[src/rtl/seq_bit_serializer.sv]
// seq_bit_serializer
// Takes parallel words over a valid/ready handshake and shifts them out
// MSB-first on x, one bit per clock, with zero gap between back-to-back
// words. Alongside the line it tracks the last two line bits and
// produces exp_y, the output a Mealy detector for PATTERN would give on
// the same cycle, so a bench can compare detector and golden directly.
//
// Optional feature: define SER_MATCH_CNT_EN to add clr_cnt / match_cnt,
// a saturating 16-bit count of cycles where exp_y was high.
module seq_bit_serializer #(
    parameter int          WIDTH   = 8,
    parameter logic [2:0]  PATTERN = 3'b101
) (
    input  logic             clk,
    input  logic             reset_n,
    input  logic [WIDTH-1:0] din,
    input  logic             din_valid,
    output logic             din_ready,
    output logic             x,
    output logic             x_valid,
    output logic             busy,
    output logic             exp_y
`ifdef SER_MATCH_CNT_EN
    ,
    input  logic             clr_cnt,
    output logic [15:0]      match_cnt
`endif
);

    localparam int              CW       = (WIDTH > 2) ? $clog2(WIDTH) : 1;
    localparam logic [CW-1:0]   LAST_BIT = CW'(WIDTH - 1);

    typedef enum logic {
        IDLE  = 1'b0,
        SHIFT = 1'b1
    } state_t;

    state_t           state, state_nxt;
    logic [WIDTH-1:0] shreg, shreg_nxt;
    logic [CW-1:0]    bit_cnt, bit_cnt_nxt;
    logic [1:0]       hist;
    logic             last_bit;
    logic             accept;

    // Handshake and line outputs depend on state and bit_cnt only, so
    // din_ready never combinationally follows din_valid.
    assign last_bit  = (state == SHIFT) && (bit_cnt == LAST_BIT);
    assign din_ready = (state == IDLE) || last_bit;
    assign accept    = din_ready && din_valid;
    assign busy      = (state == SHIFT);
    assign x_valid   = (state == SHIFT);
    assign x         = (state == SHIFT) ? shreg[WIDTH-1] : 1'b0;

    // Golden Mealy output: two-bit history plus the bit on the line now.
    assign exp_y     = (hist == PATTERN[2:1]) && (x == PATTERN[0]);

    // State, shift register and bit counter; reset drops any word in flight.
    always_ff @(posedge clk or negedge reset_n) begin
        if (!reset_n) begin
            state   <= IDLE;
            shreg   <= '0;
            bit_cnt <= '0;
        end else begin
            state   <= state_nxt;
            shreg   <= shreg_nxt;
            bit_cnt <= bit_cnt_nxt;
        end
    end

    // Next-state: load on accept (from IDLE or on the last bit), else shift.
    always_comb begin
        state_nxt   = state;
        shreg_nxt   = shreg;
        bit_cnt_nxt = bit_cnt;
        unique case (state)
            IDLE: begin
                if (accept) begin
                    state_nxt   = SHIFT;
                    shreg_nxt   = din;
                    bit_cnt_nxt = '0;
                end
            end
            SHIFT: begin
                if (last_bit) begin
                    if (accept) begin
                        shreg_nxt   = din;
                        bit_cnt_nxt = '0;
                    end else begin
                        state_nxt   = IDLE;
                        shreg_nxt   = '0;
                        bit_cnt_nxt = '0;
                    end
                end else begin
                    shreg_nxt   = {shreg[WIDTH-2:0], 1'b0};
                    bit_cnt_nxt = bit_cnt + 1'b1;
                end
            end
            default: begin
                state_nxt = IDLE;
            end
        endcase
    end

    // Line history runs every cycle; idle zeros are part of the line.
    always_ff @(posedge clk or negedge reset_n) begin
        if (!reset_n) begin
            hist <= 2'b00;
        end else begin
            hist <= {hist[0], x};
        end
    end

`ifdef SER_MATCH_CNT_EN
    // Saturating match counter; clear wins over a same-edge increment.
    always_ff @(posedge clk or negedge reset_n) begin
        if (!reset_n) begin
            match_cnt <= '0;
        end else if (clr_cnt) begin
            match_cnt <= '0;
        end else if (exp_y && (match_cnt != 16'hFFFF)) begin
            match_cnt <= match_cnt + 16'd1;
        end
    end
`endif

endmodule

[config.mk]
export PLATFORM = sky130hd
export DESIGN_NAME = seq_bit_serializer
export DESIGN_NICKNAME = d
export VERILOG_FILES = /design/src/rtl/seq_bit_serializer.sv
export SDC_FILE = /design/constraint.sdc
export NUM_CORES = 1
export LEC_CHECK = 0
export CORE_ASPECT_RATIO = 1.5
export CORE_MARGIN = 5
export CORE_UTILIZATION = 35
export DETAILED_ROUTE_END_ITERATION = 10
export GPL_TIMING_DRIVEN = 1
export SLEW_MARGIN = 25
export SYNTH_ARGS = -nofsm -noshare
export SYNTH_HDL_FRONTEND = slang
export SYNTH_SLANG_ARGS = --single-unit
[constraint.sdc]
create_clock -name clk -period 1.75 [get_ports clk]
set_clock_uncertainty 0.15 [all_clocks]
set_input_delay 0.35 -clock clk [delete_from_list [all_inputs] [get_ports clk]]
set_output_delay 0.35 -clock clk [all_outputs]
set_load 0.1 [all_outputs]
==> impl_metrics.tcl, run 1 <==
set metrics [dict create \
    status "finished with violations" \
    violations "negative setup slack" \
    p_total_w 0.00165 \
    vias 551 \
    leakage_nw 0.450 \
    worst_pin_slew_ns 0.195 \
    synth_cell_type_count 16 \
    cts_made_buffers 3 \
    syn_area_per_cell_um2 12.4 \
    cts.clk_slew.worst_paths_ns 0.09 \
    tns_ns -0.106 \
    die_area_um2 3290 \
    antenna_found_initial 0 \
    synth_top_family_by_area "compound AO/OA/AOI/OAI gates" \
    num_antenna_cells 0 \
    io_pins 16 \
    final_layout_size_suffix_gt1_frac 0.354 \
    ir_drop_uv 770 \
    fillers 202 \
    synth-seq-area-share 0.449 \
    yosys_warnings 0 \
    ys_seq_elements 14 \
    min_path_type "in -> async" \
    place.gp.congestion 0.673 \
    crit_fanout 3 \
    crit_path_end_kind "primary output" \
    cts_buffer_depth 2 \
    start_util 0.357 \
    clock-sinks 14 \
    final-setup-viol-count 2 \
    die_x_um 48.5 \
    p_per_area_nw_per_um2 1540 \
    wire_per_inst_um 14.2 \
    hold_violations 0 \
    yosys-mux-area-fraction 0.103 \
    grt_overflow 0 \
    critPathArrivalTime_ns 1.34 \
    final_core_util 0.491 \
    htree_levels 1 \
    avgViaCountPerCell 5.25 \
    netlist_area_um2 779 \
    final_common_cell "dfrtp_1" \
    timing.hold.ws_ns 0.225 \
    slew_headroom 0.866 \
    layout_common_cells "dfrtp_1 (13), clkdlybuf4s50_1 (10), inv_1 (8), mux2i_1 (8), nand3_1 (8)" \
    clock_latency_ns 0.28 \
    synth_top_area_frac 0.449 \
    dr.pass1.iters 4 \
    synth-adder-area-share 0.0321 \
    place_ws_ns 0.0558 \
    netlist_instances 63 \
    synth_largest_area_cell "dfrtp_1" \
    min_period_over_period 1.05 \
    area_growth_pct 37.2 \
    syn_nets 76 \
    coreArea_um2 2180 \
    floorplan.rows 21 \
    grt_start_max_net_pins 20 \
    chipHeight_um 67.8 \
    nNetsFinal 96 \
    synth_compound_area_frac 0.183 \
    crit_type "reg -> out" \
    drc 0 \
    synthXorXnorAreaFrac 0 \
    maxCapViolations 0 \
    portBuffers 15 \
    synth.area.top_cells "dfrtp_1 (45%), o221ai_2 (13%), mux2i_1 (10%)" \
    rsz0062_at_grt "yes" \
    yosys.area_share.simple 0.112 \
    cts_tree "yes" \
    crit_path_start_kind "flop" \
    setup_slack_ns -0.0935 \
    dp_hpwl_mm 1.10 \
    antenna_left 0 \
    final.min_clock_period_ns 1.84 \
    grt_usage 0.109 \
    grt_pass1_wl_mm 2.82 \
    drt_wl_total_mm 1.50 \
    grt_pass1_vias 641 \
    cts-root-buf "clkbuf_4" \
    fmax_mhz 542 \
    slew_viol_final 0 \
    drtIter0Drc 9 \
    crit_required_ns 1.25 \
]
[per-stage QoR]
step                cell area [um2]  instances
detailed placement             1020        100
finish                         1070        105
global placement               1020        100
global route                   1070        105
CTS                            1070        105
floorplan                       790         63
[Yosys cell counts]
cell type / n
dfrtp_1: 14
inv_1: 8
mux2i_1: 8
nand3_1: 8
o221ai_2: 7
buf_6: 5
a32o_1: 2
ha_1: 2
nand2b_1: 2
and2_1: 1
and3b_1: 1
buf_4: 1
nand2b_4: 1
nor2_2: 1
o21ai_0: 1
o22ai_2: 1
[area by class of cell]
class	count	area, um2	area share
Multi-Input combinational cell	35	357	0.333
Sequential cell	14	354	0.331
Timing Repair Buffer	21	274	0.256
Inverter	8	30.0	0.0281
Tap cell	23	28.8	0.0269
Clock buffer	4	26.3	0.0246
[registers in the layout, summed over array words and instances, names as in the netlist]
signal,cells
shreg,8
hist,2
bit_cnt,3
busy,1
[worst max-delay path, stage by stage, from the launching register on]
cell and delay [ns]:
dfrtp_1 0.42, ha_2 0.20, ha_4 0.15, nand2b_4 0.14, buf_12 0.16
[final timing paths]
path                       startpoint         to  slack [ns]  cells past startpoint
max                        bit_cnt[0]  din_ready       -0.09                      4
min                           reset_n       busy        0.22                      2
max reg2reg                bit_cnt[0]   shreg[3]        0.25                      5
min reg2reg                   hist[0]    hist[1]        0.22                      0
max in group asynchronous     reset_n       busy        1.04                      2
min in group clk              hist[0]    hist[1]        0.23                      0
[layer usage]
metal,vias up,wire length (um),GRT usage
li1,267,-,-
met1,273,617,0.119
met2,9,779,0.193
met3,2,81,0.0309
met4,0,17,0.0505
met5,-,0,0
[power breakdown]
group	switching (W)	internal (W)	leakage, nW
clock network	0.000100	0.0000882	0.0150
registers	0.0000747	0.000444	0.180
logic	0.000514	0.000429	0.255
[cell families (layout without fill, tap and decap cells)]
logic type	Yosys count	count (layout)
DFF	14	14
and+or+nand+nor	14	14
buffers and inverters	14	33
AOI/OAI and AO/OA	11	11
muxes	8	8
adders and majority gates	2	2
[repair_timing]
action                     in CTS  in global routing
setup buffers                   1                  0
setup endpoints to repair       2                  3
resized for setup               3                  1
pin swaps                       3                  0
hold buffers                    0                  0
Power figures use the tool's default switching activity.
==> run 2, diff against run 1 <==
- CORE_UTILIZATION: 35 -> 32
- CTS_CLUSTER_DIAMETER: unset -> 100
==> run 2 against run 1 <==
The flow still finishes with violations (negative setup slack). Final cell count up 2.9%. Utilization fell by 4.0 points. Cell area rose by 0.94%. Clock power grew 27%. Fmax is 0.69% lower. Critical endpoint unchanged. Highest routed layer unchanged.
==> impl_metrics.tcl, run 2 (synthesis gave the netlist of run 1 again) <==
set metrics [dict create \
    status "finished with violations" \
    violations "negative setup slack" \
    largest_register "shreg" \
    num_antenna_cells 0 \
    largest_reg_flops 8 \
    maxCapViolations 0 \
    crit_required_ns 1.25 \
    wire_per_inst_um 14.5 \
    slew_headroom 0.825 \
    place_ws_ns 0.0682 \
    avgViaCountPerCell 5.20 \
    grt_usage 0.0983 \
    final.min_clock_period_ns 1.86 \
    portBuffers 15 \
    crit_path_end_kind "primary output" \
    crit_type "reg -> out" \
    slew_viol_final 0 \
    final-setup-viol-count 1 \
    setup_slack_ns -0.106 \
    grt_overflow 0 \
    worst_pin_slew_ns 0.263 \
    io_pins 16 \
    reg2reg_depth 6 \
    grt_pass1_vias 569 \
    chipHeight_um 70.4 \
    final_common_cell "dfrtp_1" \
    place.gp.congestion 0.731 \
    die_area_um2 3540 \
    dr.pass1.iters 4 \
    crit_path_start_kind "flop" \
    p_per_area_nw_per_um2 1580 \
    antenna_left 0 \
    clock_latency_ns 0.28 \
    htree_levels 1 \
    hold_violations 0 \
    rsz0062_at_grt "yes" \
    crit_fanout 2 \
    min_path_type "in -> async" \
    timing.hold.ws_ns 0.216 \
    cts_tree "yes" \
    tns_ns -0.106 \
    final_layout_size_suffix_gt1_frac 0.381 \
    die_x_um 50.3 \
    min_period_over_period 1.06 \
    clock-sinks 14 \
    grt_pass1_wl_mm 2.68 \
    place_area_um2 1010 \
    antenna_found_initial 0 \
    drtIter0Drc 12 \
    ir_drop_uv 979 \
    critPathArrivalTime_ns 1.36 \
    floorplan.rows 22 \
    final_core_util 0.451 \
    largest_registers "shreg x8, bit_cnt x3, hist x2" \
    hold_buffers 0 \
    area_growth_pct 38.5 \
    nNetsFinal 98 \
    cts.clk_slew.worst_paths_ns 0.09 \
    vias 562 \
    cts_buffer_depth 2 \
    fmax_mhz 539 \
    final_area_um2 1080 \
    dp_hpwl_mm 1.16 \
    coreArea_um2 2390 \
    leakage_nw 0.459 \
    grt_start_max_net_pins 20 \
    cts_made_buffers 3 \
    cts-root-buf "clkbuf_4" \
    start_util 0.325 \
    layout_common_cells "dfrtp_1 (13), clkdlybuf4s50_1 (10), inv_1 (8), mux2i_1 (8), nand3_1 (8)" \
    drc 0 \
    drt_wl_total_mm 1.57 \
]
run 2: layer usage:
layer | GRT usage | wire, um
met1 | 0.124 | 621
met2 | 0.154 | 866
met3 | 0.0149 | 52
met4 | 0.0597 | 24
met5 | 0 | 0
run 2: final timing paths:
kind                       startpoint         end  slack (ns)
setup / recovery           bit_cnt[0]   din_ready       -0.11
hold / removal                reset_n  bit_cnt[2]        0.22
setup reg to reg           bit_cnt[0]    shreg[2]        0.14
hold reg to reg               hist[0]     hist[1]        0.24
max in group asynchronous     reset_n        busy        1.04
min in group clk              hist[0]     hist[1]        0.24
run 2: metrics by stage:
stage | std cells | total power [W]
2_1_floorplan | 63 | 0.00117
3_3_place_gp | 101 | 0.00140
3_5_place_dp | 101 | 0.00142
4_1_cts | 108 | 0.00173
5_1_grt | 108 | 0.00180
6_report | 108 | 0.00171
run 2: what timing repair did:
action | CTS | global route
resized for setup | 3 | 0
setup buffers | 3 | 0
endpoints found under the hold margin | 0 | 0
pin swaps | 3 | 0
endpoints found under the setup margin | 2 | 2
run 2: worst max-delay path, stage by stage, from the launching register on:
cell	delay [ns]
dfrtp_1	0.41
ha_2	0.19
ha_4	0.16
nand2b_4	0.14
buf_12	0.17
run 2: area by class of cell:
type	count	area [um2]
sequential	14	354
multi-input combinational	35	357
tap	24	30.0
clock buffer	4	36.3
timing repair buffer	23	273
fill	224	1320
inverter	8	30.0
run 2: power breakdown:
| part | total, W | internal, W | switching, W |
|---|---|---|---|
| combinational | 0.000958 | 0.000434 | 0.000525 |
| sequential | 0.000512 | 0.000444 | 0.0000678 |
| clock | 0.000238 | 0.000127 | 0.000111 |
